`src/rtl/isa_pkg.sv`:
```
// rtl/isa_pkg.sv - shared opcode encodings and sequencer state for decode and control
package isa_pkg;

  localparam logic [4:0] OP_NOP   = 5'b00000;
  localparam logic [4:0] OP_CALL  = 5'b11000;
  localparam logic [4:0] OP_CALL2 = 5'b11001;
  localparam logic [4:0] OP_RET   = 5'b11010;
  localparam logic [4:0] OP_RET2  = 5'b11011;
  localparam logic [4:0] OP_RTI   = 5'b11100;
  localparam logic [4:0] OP_RTI2  = 5'b11101;
  localparam logic [4:0] OP_INT1  = 5'b11110;
  localparam logic [4:0] OP_INT2  = 5'b11111;

  typedef enum logic [2:0] {
    ST_NORMAL = 3'd0,
    ST_CALL2  = 3'd1,
    ST_RET2   = 3'd2,
    ST_RTI2   = 3'd3,
    ST_INT2   = 3'd4
  } seq_state_t;

  // Second-part and interrupt encodings may only be produced by the sequencer itself.
  function automatic logic is_reserved(input logic [4:0] op);
    return (op == OP_CALL2) || (op == OP_RET2) || (op == OP_RTI2) ||
           (op == OP_INT1)  || (op == OP_INT2);
  endfunction

endpackage

```
`src/rtl/opcode_sequencer.sv`:
```
// rtl/opcode_sequencer.sv - decode-stage opcode sequencer: CALL/RET/RTI expansion and interrupt injection
module opcode_sequencer
  import isa_pkg::*;
(
  input  logic       clk,
  input  logic       rst_n,
  input  logic [4:0] fetchOpCode,
  input  logic       fetchValid,
  input  logic       stall,
  input  logic       flush,
  input  logic       interrupt,
  output logic [4:0] opCode,
  output logic       fetchHold,
  output logic       intAck,
  output logic       illegalOp
);

  seq_state_t r_state;
  seq_state_t w_state_next;
  logic [4:0] r_opcode;
  logic       r_int_ack;
  logic       r_illegal;
  logic       r_pending;

  logic       w_take;
  logic       w_load;
  logic [4:0] w_op_next;
  logic       w_ack_next;
  logic       w_ill_next;

  always_ff @(posedge clk or negedge rst_n) begin
    if (!rst_n) begin
      r_state   <= ST_NORMAL;
      r_opcode  <= OP_NOP;
      r_int_ack <= 1'b0;
      r_illegal <= 1'b0;
      r_pending <= 1'b0;
    end else begin
      r_state   <= w_state_next;
      // A new pulse in the same cycle as the take keeps the request latched.
      r_pending <= interrupt | (r_pending & ~w_take);
      if (w_load) begin
        r_opcode  <= w_op_next;
        r_int_ack <= w_ack_next;
        r_illegal <= w_ill_next;
      end
    end
  end

  always_comb begin
    w_state_next = r_state;
    w_take       = 1'b0;
    case (r_state)
      ST_NORMAL: begin
        if (flush) begin
          w_state_next = ST_NORMAL;
        end else if (!stall) begin
          if (r_pending) begin
            w_state_next = ST_INT2;
            w_take       = 1'b1;
          end else if (fetchValid) begin
            case (fetchOpCode)
              OP_CALL: w_state_next = ST_CALL2;
              OP_RET:  w_state_next = ST_RET2;
              OP_RTI:  w_state_next = ST_RTI2;
              default: w_state_next = ST_NORMAL;
            endcase
          end
        end
      end
      default: begin
        if (!stall) w_state_next = ST_NORMAL;
      end
    endcase
  end

  always_comb begin
    w_load     = 1'b0;
    w_op_next  = r_opcode;
    w_ack_next = 1'b0;
    w_ill_next = 1'b0;
    case (r_state)
      ST_NORMAL: begin
        if (flush) begin
          w_load    = 1'b1;
          w_op_next = OP_NOP;
        end else if (!stall) begin
          w_load = 1'b1;
          if (r_pending) begin
            w_op_next  = OP_INT1;
            w_ack_next = 1'b1;
          end else if (!fetchValid) begin
            w_op_next = OP_NOP;
          end else if (is_reserved(fetchOpCode)) begin
            w_op_next  = OP_NOP;
            w_ill_next = 1'b1;
          end else begin
            w_op_next = fetchOpCode;
          end
        end
      end
      // Second parts ignore flush so a started pair is never split.
      ST_CALL2: begin w_load = ~stall; w_op_next = OP_CALL2; end
      ST_RET2:  begin w_load = ~stall; w_op_next = OP_RET2;  end
      ST_RTI2:  begin w_load = ~stall; w_op_next = OP_RTI2;  end
      ST_INT2:  begin w_load = ~stall; w_op_next = OP_INT2;  end
      default:  begin w_load = 1'b0;   w_op_next = r_opcode; end
    endcase
  end

  assign fetchHold = stall | (r_state != ST_NORMAL) |
                     ((r_state == ST_NORMAL) & r_pending & ~flush);
  assign opCode    = r_opcode;
  assign intAck    = r_int_ack;
  assign illegalOp = r_illegal;

endmodule

```
`config.mk`:
```
export PLATFORM = sky130hd
export DESIGN_NAME = opcode_sequencer
export DESIGN_NICKNAME = d
export VERILOG_FILES = /design/src/rtl/isa_pkg.sv /design/src/rtl/opcode_sequencer.sv
export SDC_FILE = /design/constraint.sdc
export NUM_CORES = 1
export LEC_CHECK = 0
export ABC_AREA = 1
export BUFFER_PORTS_ARGS = -buffer_cell sky130_fd_sc_hd__buf_2
export CAP_MARGIN = 20
export CORE_AREA = 4 4 43 45
export CTS_CLUSTER_SIZE = 20
export DETAILED_ROUTE_END_ITERATION = 7
export DIE_AREA = 0 0 47 49
export PLACE_DENSITY = 0.73
export SLEW_MARGIN = 15
export SYNTH_ARGS = -nofsm -noshare
export SYNTH_HDL_FRONTEND = slang
export SYNTH_SLANG_ARGS = --single-unit
```
`constraint.sdc`:
```
create_clock -name clk -period 1.5 [get_ports clk]
set_input_delay 0.075 -clock clk [delete_from_list [all_inputs] [get_ports clk]]
set_output_delay 0.075 -clock clk [all_outputs]
set_load 0.01 [all_outputs]
```
# Word-level counts from Yosys, hierarchy flattened
# Index checks and enable logic that the tools add are counted.
[classes] muxes=26 n_bitwise=9 n_reduce_logical=10 n_eq_ne=16
[ops] op="5-bit equality test (second input constant)" n=8
[ops] op="5-bit 2-to-1 mux" n=5
[ops] op="5-bit one-hot mux with 5 select lines" n=1
[ops] op="3-bit 2-to-1 mux" n=6
[ops] op="1-bit 2-to-1 mux" n=12
[ops] op="3-bit by 2-bit equality test with 1-bit output (second input constant)" n=2
[ops] op="2-bit one-hot mux with 3 select lines" n=1
[ops] op="3-bit AND reduction" n=2
[ops] op="5-bit nonzero test" n=1
[ops] op="1-bit logical OR" n=4
[ops] op="2-bit by 1-bit != test with 1-bit output (second input constant)" n=2
[ops] op="4-bit != test (second input constant)" n=1
[ops] op="4-bit OR reduction" n=1
[ops] op="1-bit bitwise AND" n=3
[ops] op="3-bit by 1-bit equality test with 1-bit output (second input constant)" n=1
[ops] op="3-bit equality test (second input constant)" n=1
[ops] op="3-bit logical NOT" n=1
[ops] op="3-bit != test (second input constant)" n=1
[ops] op="1-bit inverter" n=3
[ops] op="1-bit bitwise OR" n=3
[ops] op="3-bit nonzero test" n=1
[ops] op="1-bit one-hot mux with 2 select lines" n=1
[totals] elab_cells=66 register_bits=11 in_bits=11

# Longest topological paths before layout
[logic_depth] depth_word=11 mapped_depth=7

# Worst setup path before layout
# No wires, ideal clock.
[synth_path] path_type="register to register" start="register r_state[1]" end="register r_state[0]" path_slack_ps=343 t_required_ps=1374 path_buffers=0 arrival_time_ps=1031 stages_incl_launch_ff=7 setup_time_ps=126 period_less_slack_ps=1157 path_cell_list="dfrtp_1 nor2_2 nand2_2 nor3_4 nand2_1 nand2_1 o21ai_0"
[synth_between] elab_chain_cells=3 elab_cells_between_ends=5
[synth_lines] element="start, declared" line_no="opcode_sequencer.sv:18" text="seq_state_t r_state;"
[synth_lines] element="start signal, assigned" line_no="opcode_sequencer.sv:39" text="r_state <= w_state_next;"
[synth_lines] element="3-bit logical NOT (*)" line_no="opcode_sequencer.sv:53" text="case (r_state)"
[synth_lines] element="4-bit != test (no source line) / 2-bit by 1-bit != test with 1-bit output (equally long branches)"
[synth_lines] element="3-bit AND reduction (no source line)"
# Every way passes the cells marked *; elsewhere a longest branch is shown, timed or not.
# A chain may end at the register's enable or synchronous reset.

# Final worst setup path
[layout_path] start="register r_state[0]" end="output fetchHold"
[layout_between] elab_chain_cells=4 elab_cells_between_ends=6
[layout_lines] element="3-bit logical NOT" line_no="opcode_sequencer.sv:112" text="((r_state == ST_NORMAL) & r_pending & ~flush);"
[layout_lines] element="1-bit bitwise AND (2 in a row)" line_no="opcode_sequencer.sv:112"
[layout_lines] element="1-bit bitwise OR (*)" line_no="opcode_sequencer.sv:111" text="assign fetchHold = stall | (r_state != ST_NORMAL) |"
[layout_lines] element="end, declared" line_no="opcode_sequencer.sv:13" text="output logic fetchHold,"
# Marked as above.

==> implementation parameters <==
Parameter                              Value

Outcome
  Status    completed

Place
  Port Buffers    18
  Final RePlAce weighted congestion    approximately 0.84
  Worst setup timing slack at the placement stage    214 ps
  Half-perimeter wire length after placement    1240 um
  Placed cell area    803 um^2

Timing
  Worst slew slack as a fraction of its limit    83.5%
  Final hold vios    0
  Final setup viols    0
  Highest clock frequency the design can meet    between 700 and 800 MHz
  Portion of the clock cycle consumed by the worst path in the final layout    between 90% and 100%
  Worst path setup slack after routing    87.6 ps
  Setup repair after global routing missed its margin    false
  Layout Skew    4.65 ps
  Post-Route Setup TNS    0 ps
  Minimum clock period after layout    1410 ps
  Actual slew at the worst max-slew pin    ~250 ps
  Pins over their slew limit    0

Critical path
  Startpoint-to-endpoint class of the critical path    reg2out
  Startpoint kind of the worst setup timing path    flip-flop
  Most common cell type on the critical path    nor2_4
  Arrival time at the worst endpoint    1340 ps
  Highest fanout seen on the critical path    5
  Cell with the largest stage delay on the worst path    dfrtp_1
  Critical Path End Type    output pin
  Required time of the critical path    1420 ps
  List of cells traversed by the critical path    nor2_4, nand2_2, nor2_4, o21ai_0, buf_2
  Reg-to-reg slack, setup    220 ps
  Cell family contributing the most delay on the critical path    flip-flops
  Delay of the slowest cell on the worst path    around 450 ps
  Buffer and inverter count on the worst path    1

Routing
  # DRC    0
  Vias/cell    4.95
  Number of iterations in the first detailed-routing pass    4
  Post-Route WL    1540 um
  Routed vias    713
  First-iteration detailed-routing DRC count    20
  Average routed wire per standard cell    10.7 um
  Number of nets with antenna violations after routing    0

Floorplan
  Die width    ~47 um
  Initial Utilization    47.1%
  Total core area    0.00147 mm^2
  Die Area    approximately 0.0023 mm^2
  Vert. Die Dim    49 um
  Top-level I/O count    19
  Std cell rows    14

Global route
  GRT Total Usage    15.8%
  Overflow left after global routing    0
  Antenna violations before repair    0
  Pin count of the biggest net entering global routing    12
  Via count of the first global-routing pass    656
  First-pass GRT wire length    roughly 2600 um

Finish
  Count of nets after finishing    140
  Fraction of final layout cells sized beyond drive strength 1    23.4%
  Count of antenna diodes in the layout    0
  Area added between synthesis and finish    24.2%
  Most used cells in the layout excluding fill and tap cells    nand2_1, buf_2, inv_1, dfrtp_1, nor2_1
  Number of filler cells placed in the layout    145
  Commonest non-fill, non-tap cell in the layout    nand2_1
  Final standard cell area without fillers    861 um^2

Clock tree
  CTS clock-pin slew for the worst setup and hold paths    80 ps
  Number of buffers inserted during clock tree synthesis    3
  Worst-case clock buffer depth    2
  CTS tree    done
  Worst-Skew Late Latency    280 ps
  Number of H-tree levels    1
  Clock root buffer    clkbuf_4
  Post-CTS setup buffer count    0
  CTS sink cnt    11

Power
  Worst-case vdd ir drop    0.000432 V
  Internal Pwr Total    0.504 mW
  Sequential cell fraction of total power    45.9%
  Power spent charging and discharging nets    0.255 mW
  Power per cell area    882 mW/mm^2
  Fraction of power consumed by combinational cells    26.3%
  Reported leakage power    0.509 nW
  Switching power share of the total    between 30% and 40%
  Total chip power    0.759 mW
  Clock group share of total power    roughly 28%

Synthesis
  Area share of the leading cell type in the synthesized netlist    39.7%
  Net count after synthesis    115
  Synth Cell Area    693 um^2
  Synthesized area per cell    between 6 and 7 um^2
  Asr flop ratio synth    between 90% and 100%
  Share of synthesized area occupied by flip-flops and latches    39.7%
  Top cells by area in the synthesized netlist    dfrtp_1, nand2_1, inv_1
  Register bit count reported by yosys    11
  Number of enable-type register cells in the synthesized netlist    0
  Top FF cell, synth    dfrtp_1
  Library cell occupying the most area in the post-synthesis netlist    dfrtp_1
  Number of distinct standard cells referenced by the synthesized netlist    17
  Post-synthesis instance total    104
  Count of yosys warnings during synthesis    0

Run
  MaxCap Viol Count    0

Hold path
  HP Class    in2reg
==> area by class of cell <==
class                      instances  area [um^2]  share of cell area [%]
multi-input combinational         76          364                    42.3
clock inverter                     1         5.00                   0.581
inverter                          17         63.8                    7.41
timing repair buffer              20          110                    12.8
sequential                        11          275                    32.0
clock buffer                       3         22.5                    2.62
tap                               16         20.0                    2.33
==> cells by family after synthesis <==
logic type	count (synthesis)	synth area share, %
compound gates	13	10.1
buf+inv	17	9.21
flops	11	39.7
simple gates	63	41.0
==> registers in the layout, summed over array words and instances (netlist names) <==
register / cells
opCode: 5
r_state: 3
illegalOp: 1
intAck: 1
r_pending: 1
==> worst min-delay path: stages <==
cell and delay [ps]:
buf_2 110, a31oi_1 80, nor2_1 70
==> synth_stat cells, types with 2 or more instances <==
cell and n:
inv_1 17, nand3_1 6, nor2_1 9, a21oi_1 5, nand2_2 2, o21ai_0 4, nor2_2 2, a31oi_1 2
dfrtp_1 11, nand2_1 39
==> power by group through the flow <==
stage | clock (mW) | combinational (mW) | sequential [mW]
after floorplan | 0 | 0.103 | 0.366
after global placement | 0 | 0.193 | 0.352
after detailed placement | 0 | 0.194 | 0.354
after CTS | 0.215 | 0.199 | 0.348
after global routing | 0.234 | 0.227 | 0.353
final | 0.211 | 0.200 | 0.348
==> routing by layer <==
layer	vias to the layer above	wire, um	global-route usage (%)
met4	0	50	9.68
met3	6	82	3.32
met2	20	684	24.0
met5	-	0	0
li1	371	-	-
met1	316	724	19.6
==> repair_timing <==
item,in CTS,in global routing
resized for setup,0,3
hold endpoints to repair,12,0
setup endpoints to repair,0,1
hold buffers,2,0
==> through the flow <==
| stage | std cells | util [%] | hold slack (ps) |
|---|---|---|---|
| 6_report | 144 | 58.5 | 92.8 |
| 5_1_grt | 144 | 58.5 | 122 |
| 4_1_cts | 144 | 57.8 | 96.0 |
| 3_5_place_dp | 138 | 54.6 | -40.1 |
| 3_3_place_gp | 138 | 54.6 | -49.3 |
| 2_1_floorplan | 104 | - | -221 |
==> worst paths after layout <==
kind,from,end,cells after the start
min reg2reg,intAck,intAck,2
max,r_state[0],fetchHold,5
max reg2reg,r_state[0],r_state[0],7
max in group asynchronous,rst_n,r_state[2],2
min in group asynchronous,rst_n,opCode[0],2
min,fetchOpCode[4],opCode[4],3
No activity file was read; power rests on OpenSTA's default activity.
